File: src/rtl/reg_wb_arbiter_pkg.sv
// Shared register-file widths, arbiter defaults and the pending-mask helper
// used by the write-back arbiter.
package reg_wb_arbiter_pkg;

    localparam int REG_ADDR_LEN     = 5;
    localparam int REG_LEN          = 32;
    localparam int DEPTH_DEF        = 2;
    localparam int STARVE_LIMIT_DEF = 4;

    // x0 is hardwired, so it never counts as a pending destination.
    function automatic logic [31:0] reg_onehot(input logic [31:0] addr);
        if (addr == 32'd0 || addr > 32'd31) return 32'd0;
        return 32'd1 << addr[4:0];
    endfunction

endpackage

File: src/rtl/reg_wb_arbiter_wb_fifo.sv
// Long-latency result buffer: DEPTH entries of {addr, data}, with per-slot
// valid bits and addresses exposed for pending-write tracking.
module reg_wb_arbiter_wb_fifo #(
    parameter int DEPTH = 2,
    parameter int W     = 37,
    parameter int AW    = 5,
    parameter int CW    = $clog2(DEPTH + 1)
) (
    input  logic                      clk,
    input  logic                      rst,
    input  logic                      push,
    input  logic [W-1:0]              push_data,
    input  logic                      pop,
    output logic [W-1:0]              head,
    output logic [CW-1:0]             count,
    output logic [DEPTH-1:0]          entry_vld,
    output logic [DEPTH-1:0][AW-1:0]  entry_addr
);

    localparam int PW = $clog2(DEPTH);

    logic [W-1:0]  mem [DEPTH];
    logic [PW-1:0] wr_ptr;
    logic [PW-1:0] rd_ptr;
    logic          do_push;
    logic          do_pop;

    assign do_push = push && (count != CW'(DEPTH));
    assign do_pop  = pop && (count != '0);
    assign head    = mem[rd_ptr];

    for (genvar i = 0; i < DEPTH; i++) begin : g_addr
        assign entry_addr[i] = mem[i][W-1 -: AW];
    end

    always_ff @(posedge clk or negedge rst) begin
        if (!rst) begin
            wr_ptr    <= '0;
            rd_ptr    <= '0;
            count     <= '0;
            entry_vld <= '0;
        end else begin
            if (do_pop) begin
                rd_ptr            <= rd_ptr + 1'b1;
                entry_vld[rd_ptr] <= 1'b0;
            end
            if (do_push) begin
                wr_ptr            <= wr_ptr + 1'b1;
                entry_vld[wr_ptr] <= 1'b1;
            end
            case ({do_push, do_pop})
                2'b10:   count <= count + 1'b1;
                2'b01:   count <= count - 1'b1;
                default: count <= count;
            endcase
        end
    end

    always_ff @(posedge clk) begin
        if (do_push) mem[wr_ptr] <= push_data;
    end

endmodule

File: src/rtl/reg_wb_arbiter.sv
// Register-file write-port arbiter: in-order pipeline has priority, buffered
// long-latency results are force-granted after STARVE_LIMIT lost cycles.
module reg_wb_arbiter
    import reg_wb_arbiter_pkg::*;
#(
    parameter int DEPTH        = DEPTH_DEF,
    parameter int STARVE_LIMIT = STARVE_LIMIT_DEF,
    parameter int AW           = REG_ADDR_LEN,
    parameter int DW           = REG_LEN
) (
    input  logic           clk,
    input  logic           rst,
    input  logic           p_valid,
    input  logic [AW-1:0]  p_addr,
    input  logic [DW-1:0]  p_data,
    output logic           p_ready,
    input  logic           l_valid,
    input  logic [AW-1:0]  l_addr,
    input  logic [DW-1:0]  l_data,
    output logic           l_ready,
    output logic           write_enable,
    output logic [AW-1:0]  write_addr,
    output logic [DW-1:0]  write_data,
    output logic [31:0]    pend_mask
);

    localparam int CW = $clog2(DEPTH + 1);
    localparam int SW = $clog2(STARVE_LIMIT + 1);

    logic [AW+DW-1:0]         head;
    logic [AW-1:0]            head_addr;
    logic [DW-1:0]            head_data;
    logic [CW-1:0]            count;
    logic [DEPTH-1:0]         entry_vld;
    logic [DEPTH-1:0][AW-1:0] entry_addr;
    logic [SW-1:0]            starve_cnt;
    logic                     fifo_nonempty;
    logic                     force_grant;
    logic                     p_grant;
    logic                     f_grant;
    logic                     push;

    assign head_addr     = head[AW+DW-1:DW];
    assign head_data     = head[DW-1:0];
    assign fifo_nonempty = (count != '0);
    assign force_grant   = (starve_cnt == SW'(STARVE_LIMIT)) && fifo_nonempty;
    assign p_ready       = !force_grant;
    assign p_grant       = p_valid && !force_grant;
    assign f_grant       = fifo_nonempty && !p_grant;
    // Full is judged on the registered count, so a pop never frees a slot for the same cycle.
    assign l_ready       = (count < CW'(DEPTH));
    assign push          = l_valid && l_ready;

    reg_wb_arbiter_wb_fifo #(
        .DEPTH (DEPTH),
        .W     (AW + DW),
        .AW    (AW),
        .CW    (CW)
    ) u_fifo (
        .clk        (clk),
        .rst        (rst),
        .push       (push),
        .push_data  ({l_addr, l_data}),
        .pop        (f_grant),
        .head       (head),
        .count      (count),
        .entry_vld  (entry_vld),
        .entry_addr (entry_addr)
    );

    always_ff @(posedge clk or negedge rst) begin
        if (!rst) begin
            starve_cnt   <= '0;
            write_enable <= 1'b0;
            write_addr   <= '0;
            write_data   <= '0;
        end else begin
            if (!fifo_nonempty || f_grant) begin
                starve_cnt <= '0;
            end else if (p_grant && starve_cnt != SW'(STARVE_LIMIT)) begin
                starve_cnt <= starve_cnt + 1'b1;
            end

            if (p_grant) begin
                write_enable <= (p_addr != '0);
                write_addr   <= p_addr;
                write_data   <= p_data;
            end else if (f_grant) begin
                write_enable <= (head_addr != '0);
                write_addr   <= head_addr;
                write_data   <= head_data;
            end else begin
                write_enable <= 1'b0;
            end
        end
    end

    always_comb begin
        pend_mask = '0;
        for (int i = 0; i < DEPTH; i++) begin
            if (entry_vld[i]) pend_mask = pend_mask | reg_onehot(32'(entry_addr[i]));
        end
        if (write_enable) pend_mask = pend_mask | reg_onehot(32'(write_addr));
    end

endmodule

File: config.mk
export PLATFORM = sky130hd
export DESIGN_NAME = reg_wb_arbiter
export DESIGN_NICKNAME = d
export VERILOG_FILES = /design/src/rtl/reg_wb_arbiter_pkg.sv /design/src/rtl/reg_wb_arbiter_wb_fifo.sv /design/src/rtl/reg_wb_arbiter.sv
export SDC_FILE = /design/constraint.sdc
export NUM_CORES = 1
export LEC_CHECK = 0
export ABC_AREA = 0
export BUFFER_PORTS_ARGS = -buffer_cell sky130_fd_sc_hd__buf_2
export CORE_ASPECT_RATIO = 0.75
export CORE_MARGIN = 4
export CORE_UTILIZATION = 35
export CTS_BUF_LIST = sky130_fd_sc_hd__clkbuf_8
export CTS_CLUSTER_SIZE = 10
export DETAILED_ROUTE_END_ITERATION = 10
export PLACE_DENSITY = 0.69
export SLEW_MARGIN = 15
export SYNTH_ARGS = -nofsm -noshare
export SYNTH_HDL_FRONTEND = slang
export SYNTH_SLANG_ARGS = --single-unit
File: constraint.sdc
create_clock -name clk -period 3.6 [get_ports clk]
set_input_delay 0.36 -clock clk [delete_from_list [all_inputs] [get_ports clk]]
set_output_delay 0.36 -clock clk [all_outputs]
set_load 0.02 [all_outputs]
Word-level counts from Yosys, hierarchy flattened
Memory sizes are Yosys's and may differ from the RTL's.
Cells that the tools add are included.
{"block": "op_classes", "addsub": 5, "multipliers": 0, "div": 0, "magnitude_cmp": 5, "eq_ne": 5, "shift": 3, "mux": 34, "bitwise_logic": 5, "n_reduce_logical": 22}
{"op": "$mux 32", "count": 13}
{"op": "$shl 1x5->32 const A", "count": 3}
{"op": "$or 32x32->32", "count": 2}
{"op": "$logic_not 5->1", "count": 3}
{"op": "$mux 1", "count": 12}
{"op": "$mux 5", "count": 2}
{"op": "$reduce_bool 5->1", "count": 2}
{"op": "$logic_and 1x1->1", "count": 9}
{"op": "$reduce_bool 2->1", "count": 4}
{"op": "$mux 3", "count": 2}
{"op": "$lt 1x2->1 const B", "count": 2}
{"op": "$mux 2", "count": 2}
{"op": "$pmux 2 s2", "count": 1}
{"op": "$add 3x1->3 const B", "count": 1}
{"op": "$eq 3x3->1 const B", "count": 1}
{"op": "$logic_not 1->1", "count": 3}
{"op": "$ne 3x3->1 const B", "count": 1}
{"op": "$add 1x1->1 const B", "count": 2}
{"op": "$add 2x1->2 const B", "count": 1}
{"op": "$and 2x2->2", "count": 1}
{"op": "$demux 1 s1", "count": 2}
{"op": "$eq 2x1->1 const B", "count": 1}
{"op": "$eq 2x2->1 const B", "count": 1}
{"op": "$ge 1x1->1 const B", "count": 2}
{"op": "other kinds (6)", "count": 6}
{"block": "word_totals", "reg_bits": 47, "latchBits": 0, "mem_bits_rw": 74, "mem_bits_ro": 0, "in_bits": 78, "out_inout_bits": 72, "wordCells": 88, "n_memories": 1}
{"memory": "u_fifo.mem", "depth": 2, "word_bits": 37, "rd": 3, "rd_clocked_by_memory_dff": 0, "wr": 1, "line_no": "reg_wb_arbiter_wb_fifo.sv:22", "text": "logic [W-1:0] mem [DEPTH];"}

Depth between registers and ports, before layout
{"block": "depth", "word_depth": 10, "ltp_mapped": 9, "ltp_nobuf": 8}

Cells and area by module
A second synthesis with hierarchy kept.
{"block": "hier_totals", "cells_unflattened": 456, "area_unflattened_um2": 5773.0}
{"module": "reg_wb_arbiter_wb_fifo", "instances": 1, "cells_each": 150, "area_per_inst_um2": 3009.1, "seq_area_each_um2": 2372.3}
{"module": "reg_wb_arbiter", "instances": 1, "cells_each": 306, "area_per_inst_um2": 2763.9, "seq_area_each_um2": 1026.0}

Worst setup path after synthesis
Ideal clock, no wire load.
{"block": "synth_path", "path_type": "register -> register", "from": "register u_fifo.count[1]", "to": "memory u_fifo.mem[0][0], enable pin", "setup_ns": 0.431, "arrival_time_ns": 2.322, "required_ns": 3.169, "slack_ns": 0.847, "stages_incl_launch_ff": 4, "n_path_buf": 0, "synth_period_minus_slack_ns": 2.753, "cell_sequence": "dfrtp_1 inv_1 nand2_1 nor2_1"}
{"block": "synth_via", "elab_chain_cells": 5, "word_cells_on_any_way": 6, "cone_classes": "1 x order compare; 1 x eq/ne; 2 x mux; 2 x reduce/logical"}
{"item": "start: declaration", "line_no": "reg_wb_arbiter_wb_fifo.sv:15", "text": "output logic [CW-1:0] count,"}
{"item": "start signal: assignment", "line_no": "reg_wb_arbiter_wb_fifo.sv:52", "text": "2'b10: count <= count + 1'b1;"}
{"item": "start signal: assignment", "line_no": "reg_wb_arbiter_wb_fifo.sv:53", "text": "2'b01: count <= count - 1'b1;"}
{"item": "start signal: assignment", "line_no": "reg_wb_arbiter_wb_fifo.sv:54", "text": "default: count <= count;"}
{"item": "$lt 2x2->1", "line_no": "reg_wb_arbiter.sv:51", "text": "assign l_ready = (count < CW'(DEPTH));"}
{"item": "via l_ready", "line_no": "reg_wb_arbiter.sv:20", "text": "output logic l_ready,"}
{"item": "$logic_and 1x1->1", "line_no": "reg_wb_arbiter.sv:52", "text": "assign push = l_valid && l_ready;"}
{"item": "$logic_and 1x1->1", "line_no": "reg_wb_arbiter_wb_fifo.sv:28", "text": "assign do_push = push && (count != CW'(DEPTH));"}
{"item": "$mux 1", "line_no": "reg_wb_arbiter_wb_fifo.sv:60", "text": "if (do_push) mem[wr_ptr] <= push_data;"}
{"item": "$mux 1 (implied by the code)", "line_no": "reg_wb_arbiter_wb_fifo.sv:60"}
{"item": "end: declaration", "line_no": "reg_wb_arbiter_wb_fifo.sv:22"}
The timed path passes the listed nets, and every way through them passes these cells.

==> results <==
- The signal on the critical path passes through nor4bb_1 > a22oi_1 > o31ai_1 > buf_2.
- The first global-routing pass estimated 23.7 mm of wire.
- The max capacitance violation total is 0.
- Measured along the y axis, the die boundary spans 118 µm.
- The worst-case IR drop observed on VDD is 0.464 mV.
- After clock tree synthesis, the clock-pin slew on the worst setup and hold paths is 0.08 ns.
- The max-slew violation total from the final report is 0.
- The depth of the worst register-to-register path is 7.
- The number of synthesized flops with an enable pin is 74.
- The post-synthesis instance area is 0.00560 mm².
- For the final routed database, the setup TNS stands at 0 ns.
- The instance count of the mapped netlist is 438.
- The post-synthesis area per instance is 12.8 µm².
- The number of gates resized after CTS was 0.
- The count of buffers added by post-CTS timing repair for setup is 0.
- After detailed routing, the total wire length is 15.1 mm.
- The initial utilization of the core area, before any placement, comes to 36.2%.
- Synthesis inferred 121 register bits.
- The critical path depth in cells is 4.
- The number of vias after detailed routing is 4286.
- The portion of synthesized cell area occupied by the leading cell type is 39.7%.
- At the pin with the least slew margin, the transition time is 1.10 ns.
- The number of hold violations in the final report is 0.
- The data required time of the critical path is 3.24 ns.
- The kind of critical path is flop to primary output.
- Among all flip-flop cells after synthesis, the most frequent one is sky130_fd_sc_hd__edfxtp_1.
- 150 I/O pins were placed.
- On the final layout, the worst hold slack is 0.0396 ns.
- The commonest cells after synthesis are sky130_fd_sc_hd__edfxtp_1, sky130_fd_sc_hd__dfrtp_1, sky130_fd_sc_hd__nand2_1, sky130_fd_sc_hd__nor3_1, sky130_fd_sc_hd__mux2i_1.
- The post-detailed-route count of antenna-violating nets is 0.
- Counting the buffers created by CTS gives 17.
- The fraction of the cycle the final worst path needs is 70.3%.
- The floorplan step defined a core boundary enclosing 0.0155 mm².
- For this run, the slowest stage of the critical path takes 0.73 ns.
- The share of final-layout standard cells stronger than drive strength 1 is 33.4%.
- In the synthesized netlist the async set-or-reset flop fraction comes to 38.8%.
- The fmax is 395 MHz.
- Dividing the detail-routed via count by the number of cells gives 5.41.
- The number of iterations in the first detailed-routing pass is 6.
- The clock passes through at most 2 buffers.
- The total setup violations reported at the end of the flow is 0.
- The number of antenna diodes in the final layout is 0.
- The register area share after synthesis is 60.7%.
- The count of yosys warnings during synthesis is 0.
- The leakage component of the power is 2.98 nW.
- Setup repair after global routing left no endpoint under its margin.
- The tree is rooted in a sky130_fd_sc_hd__clkbuf_8.
- The standard cell with the maximum stage delay on the critical path is sky130_fd_sc_hd__nor4bb_1.
- Counting every sink on the clock net gives 121.
- STA classifies the critical path startpoint as a flop.
- The iteration-0 DRC count of the detailed router is 354.
- The largest fanout on the critical path is 13.
- The kind of end point of the critical path is a primary output.
- The H-tree was split into 4 levels.
- The number of hold buffers added after cts is 0.
- The buffering stage count on the worst path with inverters included is 1.
- The worst max-slew margin expressed relative to the limit is 26.7%.
- The most instantiated library cell after synthesis is sky130_fd_sc_hd__edfxtp_1.
- The type of the tightest min-delay check is input pin to asynchronous set/reset pin.
- The cell type with the largest total area after synthesis is sky130_fd_sc_hd__edfxtp_1.
- The site row count is 39.
- The die area is 0.0181 mm².
- The final net count is 655.
- TritonCTS built the clock tree.
- Once detailed placement completed, the half-perimeter wirelength came to 10.5 mm.
- The signal arrival time at the worst endpoint is 2.17 ns.
- In this run the horizontal extent of the chip is 154 µm.
- The aggregate global routing overflow is 0.
- On the final layout, the worst clock skew is 0.0114 ns.
- The initial antenna violation count is 0.
- After detailed routing, the number of remaining DRC violations is 0.
- The detail-routed net length per standard cell is 19.1 µm.
- The largest net degree at the start of global routing is 48.
- The run finished with clean final reports.
- The family with the most delay on the worst path is simple AND/OR/NAND/NOR gates.
- Clock latency on the worst-skew pair, taken at its later pin, is 0.43 ns.
- Yosys attributes the largest share of cell area to sky130_fd_sc_hd__edfxtp_1, sky130_fd_sc_hd__dfrtp_1, sky130_fd_sc_hd__mux2i_1.
- The placer's final routability congestion estimate is 0.920.
- The count of buffers from port buffering is 148.
- The minimum period implied by the final worst setup slack is 2.53 ns.
- The via count of the first global-routing pass is 4263.
- The overall track demand over capacity in global routing is 16.5%.
- The areal power density over the cells is 745 mW/mm².
- The number of different library cells used by synthesis comes to 43.
- The synthesized netlist net count is 519.
- The post-synthesis to final-layout area growth is 22.5%.
-- logic make-up (layout without fill, tap and decap cells) --
kind of cell | Yosys count | after routing | synth area share (%)
xor gates and xnor gates | 6 | 6 | 0.939
and+or+nand+nor | 141 | 141 | 14.0
adders and majority gates | 3 | 3 | 0.671
AOI/OAI and AO/OA | 80 | 80 | 12.5
DFF | 121 | 121 | 60.7
muxes | 38 | 38 | 6.82
other | 1 | 1 | 0.0670
buffers and inverters | 48 | 197 | 4.27
-- placed cells by master, fill, tap and decap left out, types with 2 or more instances in the layout --
| master | synthesis | final |
|---|---|---|
| sky130_fd_sc_hd__buf_2 | 11 | 148 |
| sky130_fd_sc_hd__edfxtp_1 | 74 | 74 |
| sky130_fd_sc_hd__dfrtp_1 | 47 | 46 |
| sky130_fd_sc_hd__nand2_1 | 40 | 40 |
| sky130_fd_sc_hd__nor3_1 | 39 | 39 |
| sky130_fd_sc_hd__mux2i_1 | 37 | 37 |
| sky130_fd_sc_hd__a221o_1 | 36 | 36 |
| sky130_fd_sc_hd__a22oi_1 | 25 | 25 |
| sky130_fd_sc_hd__clkbuf_8 | 0 | 17 |
| sky130_fd_sc_hd__inv_1 | 13 | 13 |
| sky130_fd_sc_hd__nor2_1 | 10 | 8 |
| sky130_fd_sc_hd__nor2b_1 | 6 | 6 |
| sky130_fd_sc_hd__and4b_1 | 6 | 6 |
| sky130_fd_sc_hd__nand4_1 | 6 | 6 |
| sky130_fd_sc_hd__o21ai_0 | 6 | 6 |
| sky130_fd_sc_hd__inv_6 | 0 | 6 |
| sky130_fd_sc_hd__and3b_1 | 5 | 5 |
| sky130_fd_sc_hd__xnor2_1 | 5 | 5 |
| sky130_fd_sc_hd__nor3b_1 | 4 | 4 |
| sky130_fd_sc_hd__nand3_1 | 4 | 4 |
| sky130_fd_sc_hd__nor4bb_1 | 4 | 4 |
| sky130_fd_sc_hd__and3_2 | 3 | 4 |
| sky130_fd_sc_hd__buf_4 | 2 | 4 |
| sky130_fd_sc_hd__a222oi_1 | 3 | 3 |
| sky130_fd_sc_hd__o31ai_1 | 3 | 3 |
| sky130_fd_sc_hd__nor2_4 | 1 | 3 |
| sky130_fd_sc_hd__ha_1 | 3 | 3 |
| sky130_fd_sc_hd__clkinv_4 | 0 | 3 |
| sky130_fd_sc_hd__clkinv_2 | 0 | 3 |
| sky130_fd_sc_hd__and3_1 | 3 | 2 |
| sky130_fd_sc_hd__and4_1 | 2 | 2 |
| sky130_fd_sc_hd__and2_1 | 2 | 2 |
| sky130_fd_sc_hd__nand2b_1 | 2 | 2 |
| sky130_fd_sc_hd__o211ai_1 | 2 | 2 |
| sky130_fd_sc_hd__nand4b_1 | 2 | 2 |
| sky130_fd_sc_hd__bufinv_16 | 0 | 2 |
-- routing by layer --
layer	routed length, µm	GRT usage, %	vias up
met2	6920	25.5	192
li1	-	-	1976
met1	6730	22.4	2104
met3	1240	5.29	14
met4	200	4.69	0
met5	0	0	-
-- cell type report --
type                            instances  area [µm²]
Sequential cell                       121        3400
Timing Repair Buffer                  152         771
Clock inverter                         15         161
Fill cell                            1416        8610
Multi-Input combinational cell        269        1980
Tap cell                              205         256
Inverter                               13        48.8
Clock buffer                           17         234
-- through the flow --
step / instances / total power [mW] / area, µm² / setup WS, ns / utilization (%)
4_1_cts: 792 / 5.17 / 6860 / 1.08 / 44.3
3_5_place_dp: 760 / 3.94 / 6460 / 1.55 / 41.8
6_report: 792 / 5.11 / 6860 / 1.07 / 44.3
5_1_grt: 792 / 5.40 / 6860 / 0.922 / 44.3
3_3_place_gp: 760 / 3.90 / 6460 / 1.57 / 41.8
2_1_floorplan: 438 / 3.35 / 5600 / 0.847 / -
-- final timing paths --
kind                                   start                 to  slack [ns]
min in group clk                  l_data[17]  u_fifo.mem[0][17]        0.12
min                                      rst      write_data[0]        0.04
max                        u_fifo.mem[1][36]       pend_mask[6]        1.07
max reg2reg                    starve_cnt[0]    u_fifo.count[1]        1.56
max in group asynchronous                rst      u_fifo.rd_ptr        3.06
min reg2reg                   write_data[15]     write_data[15]        0.51
-- power by group --
part / total (mW) / internal, mW / switching (mW)
sequential: 2.24 / 1.85 / 0.381
clock: 1.21 / 0.627 / 0.587
combinational: 1.66 / 0.651 / 1.01
total: 5.11 / 3.13 / 1.98
-- flip-flops by register name, indices dropped and copies added (netlist names) --
name / count
u_fifo.mem: 74
u_fifo.entry_vld: 2
u_fifo.count: 2
write_enable: 1
starve_cnt: 3
write_data: 32
write_addr: 5
u_fifo.wr_ptr: 1
u_fifo.rd_ptr: 1
Power figures use the tool's default switching activity.
